[src/rtl/rr_arbiter_onehot.sv]
// rr_arbiter_onehot
//   Round-robin arbiter with a registered one-hot grant. The grant drives a
//   one-hot mux with a default input, so an all-zero grant means "route the
//   default". A rotating priority pointer gives the requester just after the
//   last winner the highest priority on the next arbitration.
//
//   Optional feature macro: RR_ARB_LOCK_EN
//     defined   : lock=1 holds the current grant and pointer for as long as
//                 the granted requester keeps its request raised.
//     undefined : the lock input is accepted but has no effect.
module rr_arbiter_onehot #(
    parameter  int N    = 8,
    localparam int IDXW = (N > 1) ? $clog2(N) : 1
) (
    input  logic            clk,
    input  logic            rst_n,
    input  logic            en,
    input  logic [N-1:0]    req,
    input  logic            lock,
    output logic [N-1:0]    gnt,
    output logic            gnt_valid,
    output logic [IDXW-1:0] gnt_idx
);

    // Registered state: grant vector, its encoded index, and the priority pointer.
    logic [N-1:0]    gnt_q, gnt_d;
    logic            gnt_valid_q, gnt_valid_d;
    logic [IDXW-1:0] gnt_idx_q, gnt_idx_d;
    logic [IDXW-1:0] ptr_q, ptr_d;

    // Result of the circular scan.
    logic            found;
    logic [IDXW-1:0] win;
    logic [IDXW-1:0] ptr_after_win;
    logic            hold;

    // Circular scan of req starting at ptr_q; the first set bit wins.
    always_comb begin
        int              cand;
        logic [IDXW-1:0] cand_idx;
        found    = 1'b0;
        win      = '0;
        cand     = 0;
        cand_idx = '0;
        for (int i = 0; i < N; i++) begin
            cand     = (int'(ptr_q) + i) % N;
            cand_idx = IDXW'(cand);
            if (!found && req[cand_idx]) begin
                found = 1'b1;
                win   = cand_idx;
            end
        end
    end

    // Pointer moves to the requester just past the winner, wrapping N-1 -> 0.
    always_comb begin
        if (win == IDXW'(N - 1)) begin
            ptr_after_win = '0;
        end else begin
            ptr_after_win = win + IDXW'(1);
        end
    end

`ifdef RR_ARB_LOCK_EN
    // Burst ownership: keep the grant while the locked owner still requests.
    always_comb begin
        hold = lock && gnt_valid_q && req[gnt_idx_q];
    end
`else
    // Lock has no effect in this build; the input is kept for port compatibility.
    logic unused_lock;
    assign unused_lock = lock;

    // No hold logic without the lock feature.
    always_comb begin
        hold = 1'b0;
    end
`endif

    // Next-state selection: freeze when disabled or locked, else arbitrate.
    always_comb begin
        gnt_d       = gnt_q;
        gnt_valid_d = gnt_valid_q;
        gnt_idx_d   = gnt_idx_q;
        ptr_d       = ptr_q;
        if (en && !hold) begin
            if (found) begin
                gnt_d       = '0;
                gnt_d[win]  = 1'b1;
                gnt_valid_d = 1'b1;
                gnt_idx_d   = win;
                ptr_d       = ptr_after_win;
            end else begin
                // Nothing pending: route the mux default, keep the pointer.
                gnt_d       = '0;
                gnt_valid_d = 1'b0;
                gnt_idx_d   = '0;
            end
        end
    end

    // State registers; reset clears the grant and returns priority to requester 0.
    always_ff @(posedge clk or negedge rst_n) begin
        if (!rst_n) begin
            gnt_q       <= '0;
            gnt_valid_q <= 1'b0;
            gnt_idx_q   <= '0;
            ptr_q       <= '0;
        end else begin
            gnt_q       <= gnt_d;
            gnt_valid_q <= gnt_valid_d;
            gnt_idx_q   <= gnt_idx_d;
            ptr_q       <= ptr_d;
        end
    end

    assign gnt       = gnt_q;
    assign gnt_valid = gnt_valid_q;
    assign gnt_idx   = gnt_idx_q;

endmodule

[config.mk]
export PLATFORM = sky130hd
export DESIGN_NAME = rr_arbiter_onehot
export DESIGN_NICKNAME = d
export VERILOG_FILES = /design/src/rtl/rr_arbiter_onehot.sv
export SDC_FILE = /design/constraint.sdc
export NUM_CORES = 1
export LEC_CHECK = 0
export ABC_CLOCK_PERIOD_IN_PS = 7000
export BUFFER_PORTS_ARGS = -buffer_cell sky130_fd_sc_hd__buf_2
export CAP_MARGIN = 20
export CORE_AREA = 3 3 61 63
export DETAILED_ROUTE_END_ITERATION = 6
export DIE_AREA = 0 0 64 66
export PLACE_DENSITY = 0.69
export SLEW_MARGIN = 20
export SYNTH_ARGS = -nofsm -noshare
export SYNTH_HDL_FRONTEND = slang
export SYNTH_SLANG_ARGS = --single-unit
[constraint.sdc]
create_clock -name clk -period 7 [get_ports clk]
set_input_delay 1.05 -clock clk [delete_from_list [all_inputs] [get_ports clk]]
set_output_delay 1.05 -clock clk [all_outputs]
set_load 0.1 [all_outputs]
Yosys cells after proc, flatten, opt, wreduce, memory -nomap -nowiden
Index checks and enable logic that the tools add are counted.
{ "totals": {"regBits": 15, "in_bits": 12} }
{ "classes": {"addsub": 8, "n_lt_le_gt_ge": 10, "n_eq_ne": 1, "muxes": 38, "reduce_logical": 16} }
{ "op_table": {"columns": ["cell", "count"], "rows": [
  ["$lt 3x4->1 const B", 9],
  ["$mux 3", 10],
  ["$bmux 1 s3", 8],
  ["$mux 1", 18],
  ["$add 3x3->3 const B", 4],
  ["$logic_and 1x1->1", 8],
  ["$mux 8", 1],
  ["$logic_not 1->1", 7],
  ["$add 3x1->3 const B", 2],
  ["$add 3x2->3 const B", 2],
  ["$demux 1 s3", 1],
  ["$eq 3x3->1 const B", 1],
  ["$ge 3x1->1 const B", 1],
  ["$reduce_and 2->1", 1]
]} }

Logic depth before layout (Yosys ltp)
Gate-level depths: netlist of run 1.
{ "logic_depth": {"ltp_word": 29, "ltp_mapped": 16, "mapped_depth_nobuf": 12} }

Worst setup path after synthesis of run 1
Ideal clock, no wire load.
{ "synth_path": {"kind": "register to register", "from": "register ptr_q[0]", "to": "register ptr_q[1]", "setup_time_ns": 0.125, "arrival_ns": 3.441, "setup_slack_ns": 3.435, "path_stages_with_launch": 15, "synth_period_minus_slack_ns": 3.565, "cell_sequence": "dfrtp_1 -> buf_6 -> buf_12 -> clkbuf_1 -> inv_1 -> ha_1 -> mux4_2 -> mux2i_1 -> nor2_1 -> o211ai_1 -> a211oi_1 -> a211oi_2 -> inv_2 -> ha_1 -> mux2_2"} }
{ "synth_via": {"elab_chain_len": 26, "elab_cells_between_ends": 57, "cone_classes": "add/sub (8); eq/ne (1); mux (33); reduce/logical (15)"} }
{ "synth_rtl": {"columns": ["element", "line", "text"], "rows": [
  ["start: declaration", "29", "logic [IDXW-1:0] ptr_q, ptr_d;"],
  ["start signal: assignment", "113", "ptr_q <= ptr_d;"],
  ["branches (longest 23 deep; another with $add 3x1->3)", null, null],
  ["$mux 3 *", "48", "if (!found && req[cand_idx]) begin"],
  ["$add 3x1->3 or $eq 3x3->1 (tied branches)", "60, 57", null],
  ["$mux 3 *", "57", "if (win == IDXW'(N - 1)) begin"],
  ["via ptr_after_win[1]", "34", "logic [IDXW-1:0] ptr_after_win;"]
]} }
Mark *: on every way through the listed nets, which the timed path passes. The select of a mux whose other input is x is not followed.
A chain may end at the register's enable or synchronous reset.

Final worst setup path of run 1
{ "layout_path": {"from": "register ptr_q[1]", "to": "register ptr_q[1]"} }
The elaborated chain is that of the path after synthesis.

==> results.md, run 1 <==
* Worst skew pair latency at 280 ps
* Critical path capture point type: flop
* Pre-antenna DRT Iters at 5
* Slew margin rel. at 0.362
* Crit path DAT at 4730 ps
* # setup viols final at 0
* Final worst-path cycle share at 0.650
* I/O pin count at 24
* Port bufs at 22
* GR Util All Layers at 0.170
* CTS HTree Levels at 1
* Routability Congestion at 0.832
* Worst r2r src: ptr_q[1]
* Fin crit period at 4550 ps
* Dpl hpwl at 2.65 mm
* Drc violations at 0
* Core Area at 3280 um^2
* Synth Area in Adders at 0.0237
* Starting Density at 0.482
* Cell mode on critical path: ha_1
* Initial antenna violation count at 0
* Area delta synth->final at 8.15%
* CTS Buf Count at 3
* Main combinational cell family by area after synthesis: multiplexers
* Worst Tran Pin Value at 958 ps
* Post-synthesis cell type count at 52
* Hold depth at 1
* Crit-path cells: clkinv_1 -> ha_1 -> mux4_2 -> mux2i_1 -> nor2_1 -> o211ai_1 -> a211oi_1 -> a211oi_2 -> inv_2 -> ha_1 -> mux2_2
* Predominant post-synthesis flop cell: dfrtp_1
* Fin. Hold Viols at 0
* Cell Area, Synth at 1580 um^2
* Crit path launch type: flop
* CTS sink cnt at 15
* Top-area cell type share of the netlist area at 0.237
* Critical path data required time at 7180 ps
* Worst Path Class, Setup: flop to flop
* Crit Reg-Reg Endpoint: ptr_q[1]
* Share of layout cells above drive strength 1 at 0.273
* Asr flop ratio synth at 1.00
* Via density per instance at 6.25
* Slowest-stage cell, CP: ha_1
* XOR/XNOR Fraction of Synth Area at 0.0158
* Cell taking the most area after synthesis: dfrtp_1
* Iter 0 DRT Violations at 68
* Main area contributors after synthesis: dfrtp_1 24%, mux4_2 8.5%, mux4_1 8.3%, mux2i_1 8.2%, a32o_1 5.7%
* RSZ-0062 raised after global routing: false
* CTS tree: yes
* Number of global-route vias before repair at 1,333
* Syn. warnings at 0
* Flop2flop setup slack at 2450 ps
* Worst Reg-to-Reg Cells at 11
* ANT nets after route at 0
* Setup TNS at 0 ps
* CTS resizes at 0
* Worst min path class: flop to flop
* Final wirelength at 3.46 mm
* Hold-fix buffers, CTS at 0
* Vert. Die Dim at 66 um
* Syn Nets at 171
* ANT cells at 0
* Final Net Count at 188
* First-pass GRT wire length at 5.81 mm
* Slowest stage delay, CP at 730 ps
* CTS root buf: clkbuf_4
* Synth Area per Inst at 10.1 um^2
* Die Width at 64 um
* Outcome: completed
* Row cnt at 21
* Area of the die at 4220 um^2
* Yosys reg bits at 15
* Register area share after synthesis at 0.237
* Clk buf depth at 2
* Max Fclk at 220 MHz
* Synth Area in Compound Gates at 0.252
* Min-delay src: gnt_valid
* Fillers at 304
* Max-Cap Viols at 0
* Routed len/inst at 15.8 um
* Worst min-delay path endpoint: gnt_valid
* Clock transition at the registers of the reported paths at 90 ps
* Vias post-DR at 1,362
* Post-synth EDFFs at 0
* Post-synthesis mux area share at 0.297
* Post-CTS setup buffers at 0
* Final Skew at 1.08 ps
* Max-slew violations at 0
* Simple-gate share of the synthesized area at 0.109
* Gate Count Post-Synth at 156
* Grt ovf at 0
* CP Max Fanout at 16
* Largest net degree at the start of global routing at 25
==> cell usage after synthesis (all sizes together) (3+ instances only) <==
master / n
a211oi: 5
a21o: 3
a21oi: 6
a32o: 9
buf: 5
clkbuf: 5
dfrtp: 15
ha: 3
inv: 9
mux2: 5
mux2i: 14
mux4: 11
nand2: 13
nand2b: 4
nor2: 9
o21ai: 7
o221ai: 3
==> area by class of cell <==
cell class | instances | area (um^2) | share of cell area
Clock buffer | 4 | 26.3 | 0.0154
Inverter | 10 | 37.5 | 0.0219
Multi-Input combinational cell | 121 | 1100 | 0.645
Sequential cell | 15 | 375 | 0.219
Tap cell | 46 | 57.6 | 0.0337
Timing Repair Buffer | 22 | 110 | 0.0644
==> worst max-delay path: cells and delay by family (launching register included) <==
family | cells | cell delay, ps
buf+inv | 2 | 540
mux | 3 | 1290
flops | 1 | 720
compound gates | 3 | 730
fa+ha+maj | 2 | 1040
simple gates | 1 | 90
==> cells in the final DEF, fill, tap and decap left out, types with 2 or more instances in the layout <==
master / n
a211oi_2: 2
a32o_1: 9
mux4_1: 5
o22ai_1: 2
dfrtp_1: 15
o221ai_1: 3
mux2i_1: 13
nand3_1: 2
inv_1: 7
o21ai_0: 5
ha_1: 3
nor2_1: 9
a22o_1: 2
clkbuf_4: 3
nand2b_1: 4
nand2_1: 13
o31ai_1: 2
mux4_2: 6
inv_2: 2
a21o_1: 3
a21oi_1: 5
a21boi_0: 2
a211oi_1: 3
mux2_2: 4
buf_2: 22
==> flip-flops by register name (all words and copies together) (netlist names) <==
signal / count
ptr_q: 3
gnt_valid: 1
gnt: 8
gnt_idx: 3
==> layer usage <==
layer | up-vias | GRT usage | share of wire | wire [um]
met5 | - | 0 | 0 | 0
met4 | 0 | 0.0566 | 0.0098 | 34
met3 | 5 | 0.0119 | 0.042 | 144
met2 | 43 | 0.339 | 0.53 | 1820
met1 | 661 | 0.188 | 0.42 | 1450
li1 | 653 | - | - | -
==> metrics by stage <==
step	utilization	cells	cell area [um^2]	hold WS (ps)	worst slack [ps]
after floorplan	-	156	1580	754	3430
after global placement	0.513	214	1680	458	2570
after detailed placement	0.513	214	1680	467	2470
after CTS	0.521	218	1710	486	2450
after global routing	0.521	218	1710	513	2080
final	0.521	218	1710	480	2450
==> cell families (layout without fill, tap and decap cells) <==
group / after synthesis / in the layout
buffers and inverters: 20 / 36
XOR/XNOR: 2 / 2
flip-flops: 15 / 15
adder cells (fa/ha/maj): 3 / 3
multiplexers: 30 / 30
AND/OR/NAND/NOR: 36 / 36
AO/OA/AOI/OAI: 50 / 50
==> worst max path at each step <==
stage / startpoint / end / slack [ps] / cells after the start
after floorplan: ptr_q[0] / ptr_q[1] / 3430 / 14
after global placement: ptr_q[1] / ptr_q[1] / 2570 / 11
after detailed placement: ptr_q[1] / ptr_q[2] / 2470 / 12
after CTS: ptr_q[1] / ptr_q[1] / 2450 / 11
after global routing: ptr_q[1] / ptr_q[2] / 2080 / 12
final: ptr_q[1] / ptr_q[1] / 2450 / 11
Power of run 1 is left out: the tool's default activity adds up to more than one toggle a clock period on the data nets, which glitch-free logic cannot reach.
==> run 2: changes to the inputs <==
--- a/config.mk
+++ b/config.mk
@@ -5,13 +5,13 @@
 export SDC_FILE = /design/constraint.sdc
 export NUM_CORES = 1
 export LEC_CHECK = 0
-export ABC_CLOCK_PERIOD_IN_PS = 7000
+export ABC_CLOCK_PERIOD_IN_PS = 3900
 export BUFFER_PORTS_ARGS = -buffer_cell sky130_fd_sc_hd__buf_2
 export CAP_MARGIN = 20
 export CORE_AREA = 3 3 61 63
 export DETAILED_ROUTE_END_ITERATION = 6
 export DIE_AREA = 0 0 64 66
-export PLACE_DENSITY = 0.69
+export PLACE_DENSITY = 0.72
 export SLEW_MARGIN = 20
 export SYNTH_ARGS = -nofsm -noshare
 export SYNTH_HDL_FRONTEND = slang
==> constraint.sdc (replaced) <==
create_clock -name clk -period 3.9 [get_ports clk]
set_input_delay 0.585 -clock clk [delete_from_list [all_inputs] [get_ports clk]]
set_output_delay 0.585 -clock clk [all_outputs]
set_load 0.1 [all_outputs]
==> results.md, run 2 (synthesis results as in run 1) <==
* Worst r2r src: ptr_q[1]
* Critical path capture point type: flop
* Port bufs at 22
* Worst Tran Pin Value at 684 ps
* Setup TNS at 0 ps
* CTS Buf Count at 3
* Outcome: completed
* I/O pin count at 24
* RSZ-0062 raised after global routing: false
* Drc violations at 0
* CTS HTree Levels at 1
* Worst Reg-to-Reg Cells at 12
* Fin crit period at 3590 ps
* Commonest non-fill, non-tap cell in the layout: buf_2
* CTS sink cnt at 15
* Max-Cap Viols at 0
* Max reg flops at 8
* Most frequent cells in the layout: 22 x buf_2, 15 x dfrtp_1, 13 x nand2_1, 12 x mux2i_1
* Routed len/inst at 17.4 um
* Core Area at 3280 um^2
* Area delta synth->final at 9.81%
* Vias post-DR at 1,383
* Crit Reg-Reg Endpoint: ptr_q[1]
* Fin. Hold Viols at 0
* Number of global-route vias before repair at 1,341
* Starting Density at 0.482
* Dpl hpwl at 2.83 mm
* CTS tree: yes
* Hold-fix buffers, CTS at 0
* Clock transition at the registers of the reported paths at 90 ps
* ANT cells at 0
* ANT nets after route at 0
* Fillers at 308
* Max-slew violations at 0
* Final worst-path cycle share at 0.921
* CTS root buf: clkbuf_4
* Share of layout cells above drive strength 1 at 0.291
* Crit. Startpoint: ptr_q[1]
* Worst setup path end: ptr_q[1]
* Crit path launch type: flop
* Max Fclk at 278 MHz
* Via density per instance at 6.26
* Routability Congestion at 0.911
* Grt ovf at 0
* First-pass GRT wire length at 6.39 mm
* Worst min path class: input pin to asynchronous set/reset pin
* GR Util All Layers at 0.188
* Worst skew pair latency at 280 ps
* Initial antenna violation count at 0
* Crit path DAT at 3770 ps
* CP Max Fanout at 12
* Final Skew at 4.13 ps
* Row cnt at 21
* Final wirelength at 3.84 mm
* # setup viols final at 0
* Critical path data required time at 4070 ps
* Final Net Count at 191
* Area of the die at 4220 um^2
* Vert. Die Dim at 66 um
* Die Width at 64 um
* Flop2flop setup slack at 310 ps
* Largest net degree at the start of global routing at 24
* Pre-antenna DRT Iters at 4
* Iter 0 DRT Violations at 94
* Clk buf depth at 2
* Slew margin rel. at 0.544
* Worst Path Class, Setup: flop to flop
## run 2: changes by cell type in the layout (fill, tap and decap cells not counted), sizes merged
cell,previous run,this run
buf,22,25
## run 2: metal layers
metal,vias to the layer above,part of all wire,global-route usage
met3,2,0.021,0.0255
met4,0,0.0021,0.0243
li1,660,-,-
met2,29,0.51,0.333
met5,-,0,0
met1,692,0.47,0.251
## run 2: critical path: stages, from the launching register on
cell	delay, ps
dfrtp_1	380
clkinv_1	220
ha_1	390
buf_4	210
mux4_2	420
mux2i_1	170
a32o_1	300
nand4_1	220
nor4_1	390
a211oi_2	120
inv_2	150
ha_1	250
mux2_2	260
## run 2: how the worst min path moves through the flow
stage                  to  slack [ps]
2_1_floorplan      gnt[0]         290
4_1_cts        gnt_idx[1]         190
3_5_place_dp       gnt[6]         480
5_1_grt            gnt[3]         200
3_3_place_gp   gnt_idx[2]         460
6_report       gnt_idx[1]         190
## run 2: cell type report
cell class,instances,area [um^2],share of cell area
inverters,10,37.5,0.0216
repair buffers,25,133,0.0764
multi-input cells,121,1110,0.638
clock buffers,4,26.3,0.0151
flip-flops and latches,15,375,0.216
well taps,46,57.6,0.0331
## run 2: timing repair
action / in CTS / in global routing
hold endpoints to repair: 0 / 0
endpoints found under the setup margin: 0 / 1
gates resized for setup: 0 / 1
buffers inserted: 0 / 0
## run 2: per-stage QoR
step / area (um^2) / hold WS [ps] / setup WS, ps / instances / utilization
4_1_cts: 1730 / 190 / 342 / 221 / 0.528
6_report: 1740 / 187 / 308 / 221 / 0.529
3_5_place_dp: 1710 / 480 / 352 / 217 / 0.520
5_1_grt: 1740 / 204 / 49.6 / 221 / 0.529
3_3_place_gp: 1710 / 460 / 455 / 217 / 0.520
2_1_floorplan: 1580 / 289 / 335 / 156 / -
Power of run 2 is left out for the same reason.
==> run 3: changes to the inputs <==
--- a/config.mk
+++ b/config.mk
@@ -8,10 +8,12 @@
 export ABC_CLOCK_PERIOD_IN_PS = 3900
 export BUFFER_PORTS_ARGS = -buffer_cell sky130_fd_sc_hd__buf_2
 export CAP_MARGIN = 20
-export CORE_AREA = 3 3 61 63
+export CELL_PAD_IN_SITES_DETAIL_PLACEMENT = 0
+export CELL_PAD_IN_SITES_GLOBAL_PLACEMENT = 1
+export CORE_AREA = 3 3 67 69
 export DETAILED_ROUTE_END_ITERATION = 6
-export DIE_AREA = 0 0 64 66
-export PLACE_DENSITY = 0.72
+export DIE_AREA = 0 0 70 72
+export PLACE_DENSITY = 0.84
 export SLEW_MARGIN = 20
 export SYNTH_ARGS = -nofsm -noshare
 export SYNTH_HDL_FRONTEND = slang
==> results.md, run 3 (synthesis results as in run 1) <==
* Max reg flops at 8
* Vias post-DR at 1,383
* Routed len/inst at 16.3 um
* Pre-antenna DRT Iters at 4
* Flop2flop setup slack at 460 ps
* Area delta synth->final at 11.6%
* Slowest-stage cell, CP: o221ai_1
* Share of layout cells above drive strength 1 at 0.290
* Crit path launch type: flop
* Max Fclk at 291 MHz
* Routability Congestion at 0.794
* Vert. Die Dim at 72 um
* Hold-fix buffers, CTS at 0
* DP Area at 1720 um^2
* Multi-input gate area at 1100 um^2
* Clk buf depth at 2
* Via density per instance at 6.12
* Slew margin rel. at 0.557
* Drc violations at 0
* Final Net Count at 192
* Most frequent cells in the layout: 22 x buf_2, 15 x dfrtp_1, 13 x mux2i_1, 13 x nand2_1
* Crit path DAT at 3570 ps
* Clock transition at the registers of the reported paths at 60 ps
* Final Instance Area at 1760 um^2
* Worst min path class: input pin to asynchronous set/reset pin
* Setup TNS at 0 ps
* Outcome: completed
* Crit-path leading delay family: simple AND/OR/NAND/NOR gates
* Grt ovf at 0
* Iter 0 DRT Violations at 95
* Final setup margin at 460 ps
* CTS Buf Count at 3
* Crit-path cells: clkinv_1 -> ha_1 -> buf_4 -> mux2i_1 -> mux2i_1 -> o221ai_1 -> nand4_1 -> nor4_1 -> a211oi_2 -> inv_2 -> ha_1 -> mux2_2
* Fin. Hold Viols at 0
* CTS resizes at 0
* Final Skew at 5.78 ps
* Final worst-path cycle share at 0.882
* Post-CTS setup buffers at 0
* Row cnt at 23
* Fillers at 391
* Max-Cap Viols at 0
* Critical path capture point type: flop
* Number of global-route vias before repair at 1,342
* CTS HTree Levels at 1
* Area of the die at 5040 um^2
* RSZ-0062 raised after global routing: false
* Fin crit period at 3440 ps
* Core Area at 3970 um^2
* GR Util All Layers at 0.148
* First-pass GRT wire length at 6.20 mm
* Largest net degree at the start of global routing at 24
* Initial antenna violation count at 0
* Register area at 375 um^2
* Slowest stage delay, CP at 430 ps
* Die Width at 70 um
* Max-slew violations at 0
* I/O pin count at 24
* ANT nets after route at 0
* Dpl hpwl at 2.82 mm
* Worst slack, placed at 482 ps
* # setup viols final at 0
* Commonest non-fill, non-tap cell in the layout: buf_2
* ANT cells at 0
* CTS tree: yes
* CP Max Fanout at 12
* CTS root buf: clkbuf_8
* Final wirelength at 3.67 mm
* Worst Tran Pin Value at 664 ps
* Critical path data required time at 4030 ps
* Starting Density at 0.398
* Worst Path Class, Setup: flop to flop
* CTS sink cnt at 15
* Worst skew pair latency at 240 ps
* Port bufs at 22
* CP Buf/Inv Count at 3
run 3: area by class of cell:
cell class	count	area share
sequential	15	0.213
inverter	10	0.0213
clock buffer	4	0.0255
multi-input combinational	121	0.626
tap	50	0.0355
timing repair buffer	26	0.0794
run 3: worst paths after layout:
check                                start          to  cells past startpoint
worst max-delay path              ptr_q[1]    ptr_q[1]                     12
worst min-delay path                 rst_n  gnt_idx[1]                      1
worst max register to register    ptr_q[1]    ptr_q[1]                     12
worst min register to register  gnt_idx[2]  gnt_idx[2]                      1
max in group asynchronous            rst_n  gnt_idx[2]                      1
min in group clk                gnt_idx[2]  gnt_idx[2]                      1
run 3: metal layers:
metal	vias to the layer above	share of wire	wire length, um	global-route usage
met5	-	0	0	0
met4	0	0.011	39	0.0426
met3	6	0.044	160	0.0235
met2	35	0.50	1840	0.264
met1	678	0.45	1640	0.185
li1	664	-	-	-
run 3: per-stage QoR:
stage / std cells / utilization / hold slack [ps]
after detailed placement: 222 / 0.433 / 464
after floorplan: 156 / - / 289
after CTS: 226 / 0.444 / 244
final: 226 / 0.444 / 231
after global placement: 222 / 0.433 / 458
after global routing: 226 / 0.444 / 266
Power of run 3 is left out for the same reason.
